[config.mk]
export PLATFORM = sky130hd
export DESIGN_NAME = mem_bus_ctrl_flat
export DESIGN_NICKNAME = d
export VERILOG_FILES = /design/src/rtl/mem_bus_ctrl_if.sv /design/src/rtl/mem_bus_ctrl.sv /design/src/flat_wrapper.sv
export SDC_FILE = /design/constraint.sdc
export NUM_CORES = 1
export LEC_CHECK = 0
export CORE_MARGIN = 10
export CORE_UTILIZATION = 45
export DETAILED_ROUTE_END_ITERATION = 7
export GPL_ROUTABILITY_DRIVEN = 0
export PLACE_DENSITY_LB_ADDON = 0.1
export SYNTH_ARGS = -nofsm -noshare
export SYNTH_HDL_FRONTEND = slang
export SYNTH_SLANG_ARGS = --single-unit
[constraint.sdc]
create_clock -name clk -period 4.3 [get_ports clk]
set_input_delay 0.86 -clock clk [delete_from_list [all_inputs] [get_ports clk]]
set_output_delay 0.86 -clock clk [all_outputs]
set_load 0.03 [all_outputs]
[src/rtl/mem_bus_ctrl_if.sv]
// Request and external byte-bus signals of mem_bus_ctrl.
// Carries bus_rdy only when MEM_BUS_RDY_EN is defined.
interface mem_bus_ctrl_if #(
  parameter int ADDR_W = 16
);
  logic              req;
  logic              we;
  logic [ADDR_W-1:0] addr;
  logic [7:0]        wdata;
  logic [7:0]        rdata;
  logic              done;
  logic              busy;
  logic [7:0]        bus_in;
  logic [7:0]        bus_out;
  logic [7:0]        bus_oe;
  logic [1:0]        bus_ctrl;
  logic              bus_we;
`ifdef MEM_BUS_RDY_EN
  logic              bus_rdy;

  modport master (
    output req, we, addr, wdata, bus_in, bus_rdy,
    input  rdata, done, busy,
    input  bus_out, bus_oe, bus_ctrl, bus_we
  );

  modport slave (
    input  req, we, addr, wdata, bus_in, bus_rdy,
    output rdata, done, busy,
    output bus_out, bus_oe, bus_ctrl, bus_we
  );
`else
  modport master (
    output req, we, addr, wdata, bus_in,
    input  rdata, done, busy,
    input  bus_out, bus_oe, bus_ctrl, bus_we
  );

  modport slave (
    input  req, we, addr, wdata, bus_in,
    output rdata, done, busy,
    output bus_out, bus_oe, bus_ctrl, bus_we
  );
`endif
endinterface

[src/rtl/mem_bus_ctrl.sv]
// Runs single-cycle memory requests as byte-serial bus transactions.
// Define MEM_BUS_RDY_EN to extend WAIT until bus_rdy is sampled high.
module mem_bus_ctrl #(
  parameter int ADDR_W      = 16,
  parameter int WAIT_CYCLES = 1
) (
  input logic            clk,
  input logic            nreset,
  mem_bus_ctrl_if.slave  bus
);

  typedef enum logic [2:0] {
    IDLE,
    ADDR_LO,
    ADDR_HI,
    WAIT,
    DATA,
    DONE
  } state_t;

  localparam bit HAS_HI = (ADDR_W > 8);
  localparam logic [3:0] CNT_LD =
    (WAIT_CYCLES == 0) ? 4'd0 : 4'(WAIT_CYCLES - 1);

`ifdef MEM_BUS_RDY_EN
  localparam bit SKIP_WAIT = 1'b0;
  logic rdy;
  assign rdy = bus.bus_rdy;
`else
  localparam bit SKIP_WAIT = (WAIT_CYCLES == 0);
  logic rdy;
  assign rdy = 1'b1;
`endif

  state_t            st;
  state_t            st_nx;
  logic [ADDR_W-1:0] addr_q;
  logic              we_q;
  logic [7:0]        wdata_q;
  logic [7:0]        rdata_q;
  logic [3:0]        cnt;
  logic [15:0]       addr_ext;

  assign addr_ext  = 16'(addr_q);
  assign bus.rdata = rdata_q;

  always_ff @(posedge clk or negedge nreset) begin
    if (!nreset) begin
      st      <= IDLE;
      addr_q  <= '0;
      we_q    <= 1'b0;
      wdata_q <= 8'h00;
      rdata_q <= 8'h00;
      cnt     <= 4'd0;
    end else begin
      st <= st_nx;
      if (st == IDLE && bus.req) begin
        addr_q  <= bus.addr;
        we_q    <= bus.we;
        wdata_q <= bus.wdata;
      end
      if (st_nx == WAIT && st != WAIT)
        cnt <= CNT_LD;
      else if (st == WAIT && cnt != 4'd0)
        cnt <= cnt - 4'd1;
      if (st == DATA && !we_q)
        rdata_q <= bus.bus_in;
    end
  end

  always_comb begin
    st_nx        = st;
    bus.bus_out  = 8'h00;
    bus.bus_oe   = 8'h00;
    bus.bus_ctrl = 2'b00;
    bus.bus_we   = 1'b0;
    bus.done     = 1'b0;
    bus.busy     = 1'b1;
    unique case (st)
      IDLE: begin
        bus.busy = 1'b0;
        if (bus.req)
          st_nx = ADDR_LO;
      end
      ADDR_LO: begin
        bus.bus_ctrl = 2'b01;
        bus.bus_out  = addr_ext[7:0];
        bus.bus_oe   = 8'hFF;
        if (HAS_HI)
          st_nx = ADDR_HI;
        else
          st_nx = SKIP_WAIT ? DATA : WAIT;
      end
      ADDR_HI: begin
        bus.bus_ctrl = 2'b10;
        bus.bus_out  = addr_ext[15:8];
        bus.bus_oe   = 8'hFF;
        st_nx        = SKIP_WAIT ? DATA : WAIT;
      end
      WAIT: begin
        bus.bus_ctrl = 2'b11;
        if (cnt == 4'd0 && rdy)
          st_nx = DATA;
      end
      DATA: begin
        bus.bus_ctrl = 2'b11;
        if (we_q) begin
          bus.bus_out = wdata_q;
          bus.bus_oe  = 8'hFF;
          bus.bus_we  = 1'b1;
        end
        st_nx = DONE;
      end
      DONE: begin
        bus.busy = 1'b0;
        bus.done = 1'b1;
        st_nx    = IDLE;
      end
      default: st_nx = IDLE;
    endcase
  end

endmodule

[src/flat_wrapper.sv]
// flat-port wrapper written by rule: the top's interface ports become plain ports
module mem_bus_ctrl_flat 
#(
  parameter int ADDR_W      = 16,
  parameter int WAIT_CYCLES = 1
)
  (clk, nreset, bus_req, bus_we, bus_addr, bus_wdata, bus_bus_in, bus_rdata, bus_done, bus_busy, bus_bus_out, bus_bus_oe, bus_bus_ctrl, bus_bus_we);
  mem_bus_ctrl_if #(.ADDR_W(ADDR_W)) bus_i ();
  input logic clk;
  input logic nreset;
  input wire logic [$bits(bus_i.req)-1:0] bus_req;
  input wire logic [$bits(bus_i.we)-1:0] bus_we;
  input wire logic [$bits(bus_i.addr)-1:0] bus_addr;
  input wire logic [$bits(bus_i.wdata)-1:0] bus_wdata;
  input wire logic [$bits(bus_i.bus_in)-1:0] bus_bus_in;
  output wire logic [$bits(bus_i.rdata)-1:0] bus_rdata;
  output wire logic [$bits(bus_i.done)-1:0] bus_done;
  output wire logic [$bits(bus_i.busy)-1:0] bus_busy;
  output wire logic [$bits(bus_i.bus_out)-1:0] bus_bus_out;
  output wire logic [$bits(bus_i.bus_oe)-1:0] bus_bus_oe;
  output wire logic [$bits(bus_i.bus_ctrl)-1:0] bus_bus_ctrl;
  output wire logic [$bits(bus_i.bus_we)-1:0] bus_bus_we;
  assign bus_i.req = bus_req;
  assign bus_i.we = bus_we;
  assign bus_i.addr = bus_addr;
  assign bus_i.wdata = bus_wdata;
  assign bus_i.bus_in = bus_bus_in;
  assign bus_rdata = bus_i.rdata;
  assign bus_done = bus_i.done;
  assign bus_busy = bus_i.busy;
  assign bus_bus_out = bus_i.bus_out;
  assign bus_bus_oe = bus_i.bus_oe;
  assign bus_bus_ctrl = bus_i.bus_ctrl;
  assign bus_bus_we = bus_i.bus_we;
  mem_bus_ctrl #(.ADDR_W(ADDR_W), .WAIT_CYCLES(WAIT_CYCLES)) u_core (.clk(clk), .nreset(nreset), .bus(bus_i));
endmodule
* Word-level counts from Yosys, hierarchy flattened
Index checks and enable logic that the tools add are counted.
** Storage, ports and cells
- Bits of input ports :: 36
- Register bits :: 40
** Operators by class
- Add/subtract/negate cells :: 1
- Reductions and logical operators :: 12
- Muxes and demuxes :: 14
- Equality and inequality tests :: 7
** Operator list (number)
- $pmux W8 S3 :: 1
- $mux W8 :: 2
- $pmux W8 S2 :: 1
- $pmux W3 S5 :: 1
- $eq A3 B2 Y1 const B :: 3
- $mux W4 :: 2
- $eq A3 B3 Y1 const B :: 2
- $mux W3 :: 2
- $pmux W2 S3 :: 1
- $reduce_or A2 Y1 :: 3
- $logic_and A1 B1 Y1 :: 4
- $logic_not A4 Y1 :: 1
- $mux W1 :: 4
- $reduce_bool A4 Y1 :: 1
- $sub A4 B1 Y4 const B :: 1
- $eq A3 B1 Y1 const B :: 1
- $logic_not A3 Y1 :: 1
- $ne A3 B2 Y1 const B :: 1
- $reduce_bool A2 Y1 :: 1
- $logic_not A1 Y1 :: 1

* Logic depth before layout (Yosys ltp)
- Depth in word-level cells :: 6
- Depth in mapped cells :: 5
- Mapped depth without buffers :: 5

* Worst setup path before layout
Ideal clock, no wire load.
- Kind :: reg2out
- Start point :: register u_core.st[1]
- End point :: output bus_bus_oe[1]
- Stages on the path, launching flop included :: 6
- Arrival :: 1761 ps
- Path slack :: 1679 ps
- Cell sequence :: dfrtp_1 buf_2 nor4bb_1 buf_2 or3_1 buf_4
** On the way
- Longest elaborated chain between the ends :: 3
** RTL lines
- start: declaration :: RTL line mem_bus_ctrl.sv:35 : state_t st;
- start signal: assignment :: RTL line mem_bus_ctrl.sv:56 : st <= st_nx;
- $eq A3 B2 Y1 / $eq A3 B1 Y1 (equally long branches) :: RTL line mem_bus_ctrl.sv:79 : unique case (st)
- $reduce_or A2 Y1 (no line)
- $pmux W8 S2 * :: RTL line mem_bus_ctrl.sv:79
- end: declaration :: RTL line flat_wrapper.sv:20 : output wire logic [$bits(bus_i.bus_oe)-1:0] bus_bus_oe;
Mark *: on every way between the ends. The rest lies on a longest branch, timed or not.

* Worst setup path after layout
- Start point :: register u_core.st[0]
- End point :: output bus_bus_oe[6]
The elaborated chain is that of the path after synthesis.

==> flow_summary.yaml <==
critical_path:
  path_cells: "nor3b_2 -> or3_1 -> clkdlybuf4s50_1"
  critPathCaptureType: "output pin"
  worstPathMaxFanout: 10
  startpoint: "u_core.st[0]"
  worstSetupPathType: "flop to output pin"
  r2r_cells: 3
  critPathCapture: "bus_bus_oe[6]"
  required_ns: 3.44
  cpMaxStageDelayCell: "clkdlybuf4s50_1"
  cp-start-kind: "flop"
  path_buf_inv: 1
  r2r_slack_ns: 2.25
  cp.depth: 3
  cp_data_arrival_time_ns: 2.50
  critPathMaxStageDelay_ns: 0.72
  r2r_end: "u_core.addr_ext[11]"
  r2r_start: "u_core.st[1]"
  critPathTopFamily: "simple AND/OR/NAND/NOR gates"
grt:
  grt_pass1_wl_um: 7148
  grt_max_degree: 41
  track_usage_pct: 11.94
  first_global_vias: 1472
  antenna_found_initial: 0
  grt-ovfl-total: 0
synthesis:
  synth_ff_type: "dfrtp_1"
  syn_inst: 151
  synth.distinct_cells: 34
  syn_area_per_cell_um2: 12.53
  ys_seq_area_share_pct: 52.91
  syn_area_um2: 1892
  synth-edff-count: 0
  synth-async-reset-ratio_pct: 100.0
  ys_warn_count: 0
  yosys_register_bits: 40
  synth_nets: 188
clock_tree:
  cts_num_sinks: 40
  post-cts-setup-buffers: 0
  htreeDepth: 2
  cts_resized: 0
  cts_hold_buffers: 0
  cts_max_path_buffers: 2
  root_buffer: "clkbuf_8"
  path_clk_slew_ns: 0.07
  cts_buffers: 5
  cts_tree: "built"
  clk_latency_ns: 0.28
pwr:
  total_leakage_power_uw: 0.001094
  peakVddDrop_uv: 348.3
  p_total_uw: 2055
  p_per_area_nw_per_um2: 793.3
detailed_routing:
  ant_nets: 0
  drt-total-wl_um: 4262
  vias_per_cell: 5.203
  drc: 0
  drt_iter0_drc: 44
  vias: 1358
  routedWlPerCell_um: 16.33
  firstDrtPassIters: 4
finish:
  finish.net_count: 248
  syn2layout_area_growth_pct: 36.90
  drive_above_1_share_pct: 22.27
  num-fill-cells: 321
  antenna_cells: 0
timing:
  hold_viol_final: 0
  fin_tns_setup_ns: 0
  fmax_ghz: 0.2976
  setup_viol: 0
  timing.final.crit_share_pct: 78.15
  slew_headroom_pct: 42.18
  fin_crit_ns: 3.361
  grt_setup_unrepaired: "no"
  worstMarginPinSlew_ns: 0.8673
  finClkSkew_ns: 0.004996
  slew_viol_final: 0
outcome:
  outcome: "complete, no violations"
floorplanning:
  start_util_pct: 46.96
  num_rows: 23
  die_h_um: 84.84
  pin_count: 65
  dieArea_um2: 7198
  die_x_um: 84.84
  core_area_um2: 4029
hold_path:
  hp-class: "flop to flop"
  worstHoldPathCells: 1
place:
  port_buffers: 64
  detailed_place_hpwl_um: 3389
flow_run:
  maxCapViolations: 0
==> final cells by class <==
class / instances / area, µm² / area share (%)
Clock buffer: 6 / 72.57 / 2.802
Clock inverter: 1 / 5.005 / 0.1932
Multi-Input combinational cell: 94 / 779.5 / 30.10
Timing Repair Buffer: 67 / 658.1 / 25.41
Sequential cell: 40 / 1001 / 38.65
Inverter: 3 / 11.26 / 0.4348
Tap cell: 50 / 62.56 / 2.415
==> cells in the mapped netlist (2+ instances only) <==
library cell	number	area, µm²
a21oi_1	2	10.01
a22oi_1	8	60.06
buf_2	4	20.02
buf_4	7	52.55
buf_6	3	33.78
dfrtp_1	40	1001
inv_1	3	11.26
mux2_1	2	22.52
mux2_2	31	349.1
nand2_1	19	71.32
nand2b_1	2	12.51
nor3b_1	3	22.52
o21ai_0	5	25.02
or3_1	2	12.51
==> placed cells by master, fill, tap and decap left out, drive strengths merged <==
cell           instances
dfrtp                 40
nor3                   1
xnor2                  1
and3b                  1
nor4bb                 1
nand2b                 2
clkdlybuf4s50         63
inv                    3
nand4b                 1
ha                     1
nor3b                  4
a211oi                 1
xor2                   1
or3b                   2
or3                    2
a211o                  1
o21ai                  5
clkbuf                 6
nor4b                  2
mux2                  33
clkinv                 1
a21oi                  2
nand3                  1
mux2i                  1
nand3b                 1
buf                    4
nor2b                  1
a22oi                  8
nor2                   2
nand2                 19
==> power by group <==
group | switching [µW] | internal (µW)
registers | 121 | 548
clock network | 117 | 110
logic | 608 | 550
==> sequential cells by signal, indices dropped and copies added, names as in the netlist <==
register,count
u_core.we_q,1
u_core.cnt,4
u_core.bus.rdata,8
u_core.st,3
u_core.addr_ext,16
u_core.wdata_q,8
==> layer usage <==
metal	part of all wire (%)	global-route usage, %	vias up
li1	-	-	647
met1	40	12.99	669
met2	52	20.52	37
met3	7.1	5.354	5
met4	0.99	3.293	0
met5	0	0	-
==> through the flow <==
step                      std cells  util (%)  cell area [µm²]  hold WS (ns)  setup WS (ns)
after CTS                       261     64.29             2590        0.4974         0.9224
final                           261     64.29             2590        0.4921         0.9394
after global placement          254     62.36             2512        0.4783          1.333
after detailed placement        254     62.36             2512        0.4810          1.236
after global routing            261     64.29             2590        0.5171         0.7592
after floorplan                 151         -             1892        0.4590          1.679
==> how the worst min path moves through the flow <==
| stage | from | slack, ns | to |
|---|---|---|---|
| after detailed placement | u_core.addr_ext[6] | 0.48 | u_core.addr_ext[6] |
| after global placement | u_core.addr_ext[6] | 0.48 | u_core.addr_ext[6] |
| after global routing | u_core.addr_ext[6] | 0.52 | u_core.addr_ext[6] |
| after CTS | u_core.addr_ext[6] | 0.50 | u_core.addr_ext[6] |
| final | u_core.addr_ext[6] | 0.49 | u_core.addr_ext[6] |
| after floorplan | u_core.addr_ext[6] | 0.46 | u_core.addr_ext[6] |
==> logic make-up (layout without fill, tap and decap cells) <==
| kind of cell | after synthesis | count (layout) | synth area share [%] |
|---|---|---|---|
| flops | 40 | 40 | 52.91 |
| simple gates | 40 | 40 | 13.23 |
| mux | 34 | 34 | 20.17 |
| compound gates | 17 | 17 | 5.886 |
| buf+inv | 17 | 77 | 6.217 |
| xor+xnor | 2 | 2 | 0.9261 |
| fa+ha+maj | 1 | 1 | 0.6613 |
(Power assumes the default switching activity.)
